**config.mk**
```make
export PLATFORM = sky130hd
export DESIGN_NAME = if_fetch_unit
export DESIGN_NICKNAME = d
export VERILOG_FILES = /design/src/rtl/if_fetch_unit.sv
export SDC_FILE = /design/constraint.sdc
export NUM_CORES = 1
export LEC_CHECK = 0
export ABC_AREA = 1
export BUFFER_PORTS_ARGS = -buffer_cell sky130_fd_sc_hd__buf_4
export CELL_PAD_IN_SITES_DETAIL_PLACEMENT = 0
export CELL_PAD_IN_SITES_GLOBAL_PLACEMENT = 1
export CORE_AREA = 2 2 132 134
export DETAILED_ROUTE_END_ITERATION = 6
export DIE_AREA = 0 0 134 136
export PLACE_DENSITY_LB_ADDON = 0.3
export SLEW_MARGIN = 20
export SYNTH_ARGS = -nofsm -noshare
export SYNTH_HDL_FRONTEND = slang
export SYNTH_SLANG_ARGS = --single-unit
```
**constraint.sdc**
```tcl
create_clock -name clk -period 7.9 [get_ports clk]
set_clock_uncertainty 0.1 [all_clocks]
set_input_delay 1.58 -clock clk [delete_from_list [all_inputs] [get_ports clk]]
set_output_delay 1.58 -clock clk [all_outputs]
set_load 0.01 [all_outputs]
```
**src/rtl/if_fetch_unit.sv**
```systemverilog
// Instruction fetch: one outstanding imem request, small decode queue, redirect flush.
// Optional IF_BYPASS_EN: forward a response straight to decode when the queue is empty.
module if_fetch_unit #(
    parameter int          DEPTH     = 2,
    parameter logic [31:0] NOP_INSTR = 32'h0000_0013
) (
    input  logic        clk,
    input  logic        rst,
    input  logic [31:0] pc,
    input  logic        redirect,
    output logic        pc_advance,
    output logic        imem_req,
    output logic [31:0] imem_addr,
    input  logic        imem_gnt,
    input  logic        imem_rvalid,
    input  logic [31:0] imem_rdata,
    output logic        if_valid,
    output logic [31:0] if_instr,
    output logic [31:0] if_pc,
    output logic        if_fault,
    input  logic        id_ready
);

    localparam int AW = $clog2(DEPTH);
    localparam int CW = AW + 1;

    typedef enum logic [1:0] {IDLE, REQ, WAIT, DRAIN} state_t;

    typedef struct packed {
        logic [31:0] pc;
        logic [31:0] instr;
        logic        fault;
    } entry_t;

    state_t          state, state_nxt;
    entry_t          q_mem [DEPTH];
    entry_t          push_data, head;
    logic [AW-1:0]   rd_ptr, wr_ptr;
    logic [CW-1:0]   count;
    logic [31:0]     tag;
    logic            halted, halted_nxt;
    logic            push, pop, bypass, misaligned, q_free;

    assign misaligned = pc[1:0] != 2'b00;
    // No request is outstanding in IDLE/REQ, so free space is just the queue.
    assign q_free     = count < CW'(DEPTH);
    assign pop        = (count != '0) && id_ready;

    always_ff @(posedge clk or negedge rst) begin
        if (!rst) begin
            state  <= IDLE;
            halted <= 1'b0;
            tag    <= '0;
        end else begin
            state  <= state_nxt;
            halted <= halted_nxt;
            if (imem_req && imem_gnt && !redirect)
                tag <= pc;
        end
    end

    always_comb begin
        state_nxt  = state;
        halted_nxt = redirect ? 1'b0 : halted;
        imem_req   = 1'b0;
        imem_addr  = '0;
        pc_advance = 1'b0;
        push       = 1'b0;
        bypass     = 1'b0;
        push_data  = '{pc: pc, instr: NOP_INSTR, fault: 1'b1};
        case (state)
            IDLE: begin
                if (!redirect && !halted && q_free) begin
                    if (misaligned) begin
                        push       = 1'b1;
                        halted_nxt = 1'b1;
                    end else begin
                        state_nxt = REQ;
                    end
                end
            end
            REQ: begin
                if (misaligned) begin
                    if (!redirect && q_free) begin
                        push       = 1'b1;
                        halted_nxt = 1'b1;
                    end
                    state_nxt = IDLE;
                end else begin
                    imem_req  = 1'b1;
                    imem_addr = pc;
                    if (imem_gnt) begin
                        pc_advance = !redirect;
                        state_nxt  = redirect ? DRAIN : WAIT;
                    end else if (redirect) begin
                        state_nxt = IDLE;
                    end
                end
            end
            WAIT: begin
                // A response landing in the redirect cycle closes the transaction.
                if (redirect) begin
                    state_nxt = imem_rvalid ? IDLE : DRAIN;
                end else if (imem_rvalid) begin
                    push_data = '{pc: tag, instr: imem_rdata, fault: 1'b0};
`ifdef IF_BYPASS_EN
                    bypass = (count == '0) && id_ready;
`endif
                    push      = !bypass;
                    state_nxt = ((count < CW'(DEPTH - 1)) || pop) ? REQ : IDLE;
                end
            end
            DRAIN: begin
                if (imem_rvalid)
                    state_nxt = redirect ? IDLE : REQ;
            end
            default: state_nxt = IDLE;
        endcase
    end

    always_ff @(posedge clk or negedge rst) begin
        if (!rst) begin
            rd_ptr <= '0;
            wr_ptr <= '0;
            count  <= '0;
        end else if (redirect) begin
            rd_ptr <= '0;
            wr_ptr <= '0;
            count  <= '0;
        end else begin
            if (push) wr_ptr <= wr_ptr + AW'(1);
            if (pop)  rd_ptr <= rd_ptr + AW'(1);
            count <= count + CW'(push) - CW'(pop);
        end
    end

    // Payload storage needs no reset; the count gates visibility.
    always_ff @(posedge clk) begin
        if (push && !redirect)
            q_mem[wr_ptr] <= push_data;
    end

    always_comb begin
        head     = q_mem[rd_ptr];
        if_valid = 1'b0;
        if_instr = NOP_INSTR;
        if_pc    = '0;
        if_fault = 1'b0;
        if (count != '0) begin
            if_valid = 1'b1;
            if_instr = head.instr;
            if_pc    = head.pc;
            if_fault = head.fault;
        end else if (bypass) begin
            if_valid = 1'b1;
            if_instr = imem_rdata;
            if_pc    = tag;
        end
    end

endmodule

```
Yosys cells after proc, flatten, opt, wreduce, memory -nomap -nowiden
Memories as Yosys holds them, arrays and structs flattened.
Cells that the tools add are included.
{ "op_classes": {"mux": 47, "eq_ne": 8, "magnitude_cmp": 2, "reduce_logical": 16, "n_addsub": 4} }
{ "ops": {"columns": ["operator", "count"], "rows": [
  ["2-to-1 mux 65 bit", 3],
  ["2-to-1 mux 32 bit", 4],
  ["2-to-1 mux 1 bit", 27],
  ["2-to-1 mux 2 bit", 10],
  ["one-hot mux 2 bit (4 select lines)", 1],
  ["nonzero test 2 bit", 4],
  ["logical AND 1 bit", 7],
  ["!= test 2 bit, second input constant", 3],
  ["AND reduction 5 bit", 1],
  ["== test 2 bit, second input constant", 2],
  ["!= test 4 bit, second input constant", 1],
  ["!= test 3 bit, second input constant", 1],
  ["one-hot mux 1 bit (3 select lines)", 1],
  ["adder 1 bit, second input constant", 2],
  ["adder 2 x 1 -> 2 bit", 1],
  ["== test 2 x 1 -> 1 bit, second input constant", 1],
  ["zero test 1 bit", 2],
  ["zero test 2 bit", 1],
  ["less-than comparator 2 x 1 -> 1 bit, second input constant", 1],
  ["less-than comparator 2 bit, second input constant", 1],
  ["one-hot mux 1 bit (2 select lines)", 1],
  ["subtractor 2 x 1 -> 2 bit", 1],
  ["logical OR 1 bit", 1]
]} }
{ "totals": {"mem_count": 1, "mem_bits_rw": 130, "register_bits": 39, "out_inout_bits": 100, "in_bits": 70} }
{ "memory_table": {"columns": ["memory", "depth", "width", "read_ports", "rd_ports_with_merged_regs", "write_ports", "line_no", "rtl"], "rows": [
  ["q_mem", 2, 65, 1, 0, 1, "36", "entry_t q_mem [DEPTH];"]
]} }

Logic depth before layout (Yosys ltp)
{ "logic_depth": {"ltp_word": 8, "ltp_mapped": 12, "mapped_depth_nobuf": 12} }

Worst setup path after synthesis
Ideal clock, no wire load.
{ "synth_timing": {"path_type": "input port to flip-flop", "from": "in imem_rvalid", "to": "mem q_mem[1][0] in the netlist's numbering (enable)", "path_buffers": 0, "stages": 6, "setup_ns": 0.490, "required_ns": 7.310, "arrival_ns": 4.791, "slack_ns": 2.519, "cell_sequence": "inv_1 > nor3_2 > inv_2 > nand2_1 > inv_1 > nor2_1"} }
{ "synth_between": {"elab_chain_len": 6} }
{ "synth_lines": {"columns": ["item", "line_no", "rtl"], "rows": [
  ["start: declaration", "15", "input logic imem_rvalid,"],
  ["2-to-1 mux 1 bit", "104", "end else if (imem_rvalid) begin"],
  ["2-to-1 mux 1 bit", "102", "if (redirect) begin"],
  ["one-hot mux 1 bit (3 select lines)", "71", "case (state)"],
  ["logical AND 1 bit", "139", "if (push && !redirect)"],
  ["2-to-1 mux 1 bit", "139", null],
  ["2-to-1 mux 1 bit (not written as such)", "140", "q_mem[wr_ptr] <= push_data;"],
  ["end: declaration", "36", null]
]} }
No other way between the ends.

Worst setup path after layout
{ "layout_timing": {"from": "in pc[0]", "to": "out pc_advance"} }
{ "layout_between": {"elab_chain_len": 3} }
{ "layout_lines": {"columns": ["item", "line_no", "rtl"], "rows": [
  ["start: declaration", "9", "input logic [31:0] pc,"],
  ["nonzero test 2 bit", "44", "assign misaligned = pc[1:0] != 2'b00;"],
  ["2-to-1 mux 1 bit", "83", "if (misaligned) begin"],
  ["2-to-1 mux 1 bit", "71", null],
  ["end: declaration", "11", "output logic pc_advance,"]
]} }
No other way between the ends.

==> flow_summary.toml <==
[status]
status = "completed"

[place]
placed_area_sq_mm = 0.00880
portBuffers = 167
routabilityCongestion = 0.774
place_ws_ns = 2.70
place_hpwl_um = 10100

[final_layout]
mostFrequentLayoutCell = "nand2_1"
fill_cells = 1502
multi_input_area_sq_mm = 0.00204
diodes = 0
drive_gt1_share_pct = 26.9
final_area_sq_mm = 0.00938
register_area_sq_mm = 0.00488
final_cell_mix = "nand2_1, buf_4, edfxtp_1"
final_nets = 957
area_growth_pct = 25.4

[setup_path]
cp_common_cell = "buf_4"
critPathSlowestCell = "nand3_4"
crit_family = "simple AND/OR/NAND/NOR gates"
critPathBufInv = 4
worstPathMaxFanout = 63
worst-endpoint-required_ns = 6.22
arrival_ns = 3.48
end_kind = "primary output"
startpoint_type = "input port"
path_class = "input port to primary output"
path_cells = "buf_4 > nor2_1 > nand2_2 > clkinv_2 > nand3_4 > inv_1 > buf_4"
slowest_delay_ns = 0.61

[global_routing]
antenna_found_initial = 0
grt_pass1_vias = 5218
grt.busiest_layer = "met2"
met3_usage_pct = 5.11
grt_util_all_layers_pct = 17.8
use_met1_pct = 23.2
grt_util_met2_pct = 29.4
grt_pass1_wl_um = 25200
grt_max_degree = 67
overflow = 0

[detailed_routing]
wl_per_cell_um = 14.2
antenna_left = 0
routed_wl_um = 16000
drc = 0
viasPerCell = 4.79
firstDrtPassIters = 6
drt_iter0_drc = 423
vias = 5374

[cts]
clockRootBuffer = "clkbuf_16"
clock_latency_ns = 0.42
ctsHoldBuffers = 0
cts_buffers = 17
postCtsResizedCells = 0
htree_levels = 4
clock_path_buffers = 2
clk_pin_slew_ns = 0.06
cts_tree = "done"
post-cts-setup-buffer-count = 0
clock-sinks = 169

[timing]
holdWs_ns = 0.373
slew_headroom_pct = 41.4
tightest_slew_ns = 0.876
min_period_over_period_pct = 65.3
grt_setup_unrepaired = "no"
fmax_ghz = 0.194
period_needed_ns = 5.16
setup_viol = 0
finalMaxSlewViolations = 0
fin_tns_setup_ns = 0
worst_slack_ns = 2.74
hold_violations = 0

[synth]
synthesis.area_sq_mm = 0.00748
synthMuxAreaShare_pct = 0
synthSimpleGateAreaFrac_pct = 16.4
ys_types = 30
synth_top_family_by_area = "simple AND/OR/NAND/NOR gates"
synth_xor_area_share_pct = 0.234
ys_warn_count = 0
netlist_instances = 737
synth.top_cell.area_share_pct = 52.2
seq_area_frac_synth_pct = 65.2
synthAdderAreaFrac_pct = 0.335
synth_area_leader_cell = "edfxtp_1"
synth_seq_cells = 169
syn_area_per_cell_sq_um = 10.2
synth_area_leaders = "edfxtp_1, dfrtp_1, nand2_1, a21oi_1, inv_1"
synth-compound-area-share_pct = 10.0

[power]
power.total_uw = 3120
pwr_density_cell_mw_per_mm2 = 333
ir_drop_v = 0.000171
leakage_uw = 0.00416

[floorplan]
num_rows = 48
start_util_pct = 44.3
dieArea_sq_mm = 0.0182
coreArea_sq_mm = 0.0169
ios = 170
dieHeight_um = 136
die_w_um = 134

[hold_path]
hold_path.class = "flip-flop to flip-flop"

[flow_run]
maxCapViolations = 0
-- path summary, 6_finish.rpt --
| kind | end | slack [ns] | from | depth (start not counted) |
|---|---|---|---|---|
| setup / recovery | pc_advance | 2.74 | pc[0] | 7 |
| hold / removal | tag[0] | 0.37 | tag[0] | 2 |
| setup reg to reg | q_mem[1][47] | 4.14 | state[1] | 8 |
| hold reg to reg | tag[0] | 0.37 | tag[0] | 2 |
| max in group asynchronous | rd_ptr | 6.27 | rst | 1 |
| min in group asynchronous | tag[18] | 1.04 | rst | 1 |
-- worst reg2reg max path, delay by kind of cell (launching register included) --
kind / cells / cell delay, ns
flip-flops: 1 / 0.52
buffers and inverters: 4 / 1.60
AND/OR/NAND/NOR: 4 / 1.16
-- Yosys cell counts, drive strengths merged --
cell    instances
nand3b          1
a22o            1
buf            32
edfxtp        130
xnor2           1
a21oi          62
dfrtp          39
clkinv          1
nand3          10
inv            80
ha              2
or2             3
nor2           77
conb            1
clkbuf         11
nor3            3
nand2         219
o22ai           1
xor2            1
o21ai          62
-- metal layers --
layer | part of all wire [%] | vias up
li1 | - | 2693
met1 | 45 | 2504
met2 | 48 | 169
met3 | 6.6 | 8
met4 | 0.58 | 0
met5 | 0 | -
-- per-stage QoR --
stage,std cells,utilization (%)
after floorplan,738,-
after global placement,1091,52.1
after detailed placement,1091,52.1
after CTS,1123,55.6
after global routing,1123,55.6
final,1123,55.6
-- flip-flops by register name, summed over array words and instances, names as in the netlist --
name and flops:
count 2, halted 1, q_mem 130, rd_ptr 1
state 2, tag 32, wr_ptr 1
-- power by group --
part	total, uW	switching [uW]	internal, uW
Sequential	1260	74.4	1180
Clock	811	310	501
Combinational	1050	649	402
-- cell families (layout without fill, tap and decap cells) --
group / count (synthesis) / in the layout
AO/OA/AOI/OAI: 126 / 126
XOR/XNOR: 2 / 2
adder cells (fa/ha/maj): 2 / 2
buffers and inverters: 124 / 284
flip-flops: 169 / 169
other: 1 / 2
AND/OR/NAND/NOR: 313 / 313
-- layout make-up --
cell class                      count  share of cell area (%)
Clock inverter                     10                    1.33
Timing Repair Buffer              171                    13.7
Clock buffer                       22                    4.84
Tap cell                          225                    3.00
Sequential cell                   169                    52.0
Inverter                           81                    3.31
Multi-Input combinational cell    445                    21.8
No activity file was read; power rests on OpenSTA's default activity.
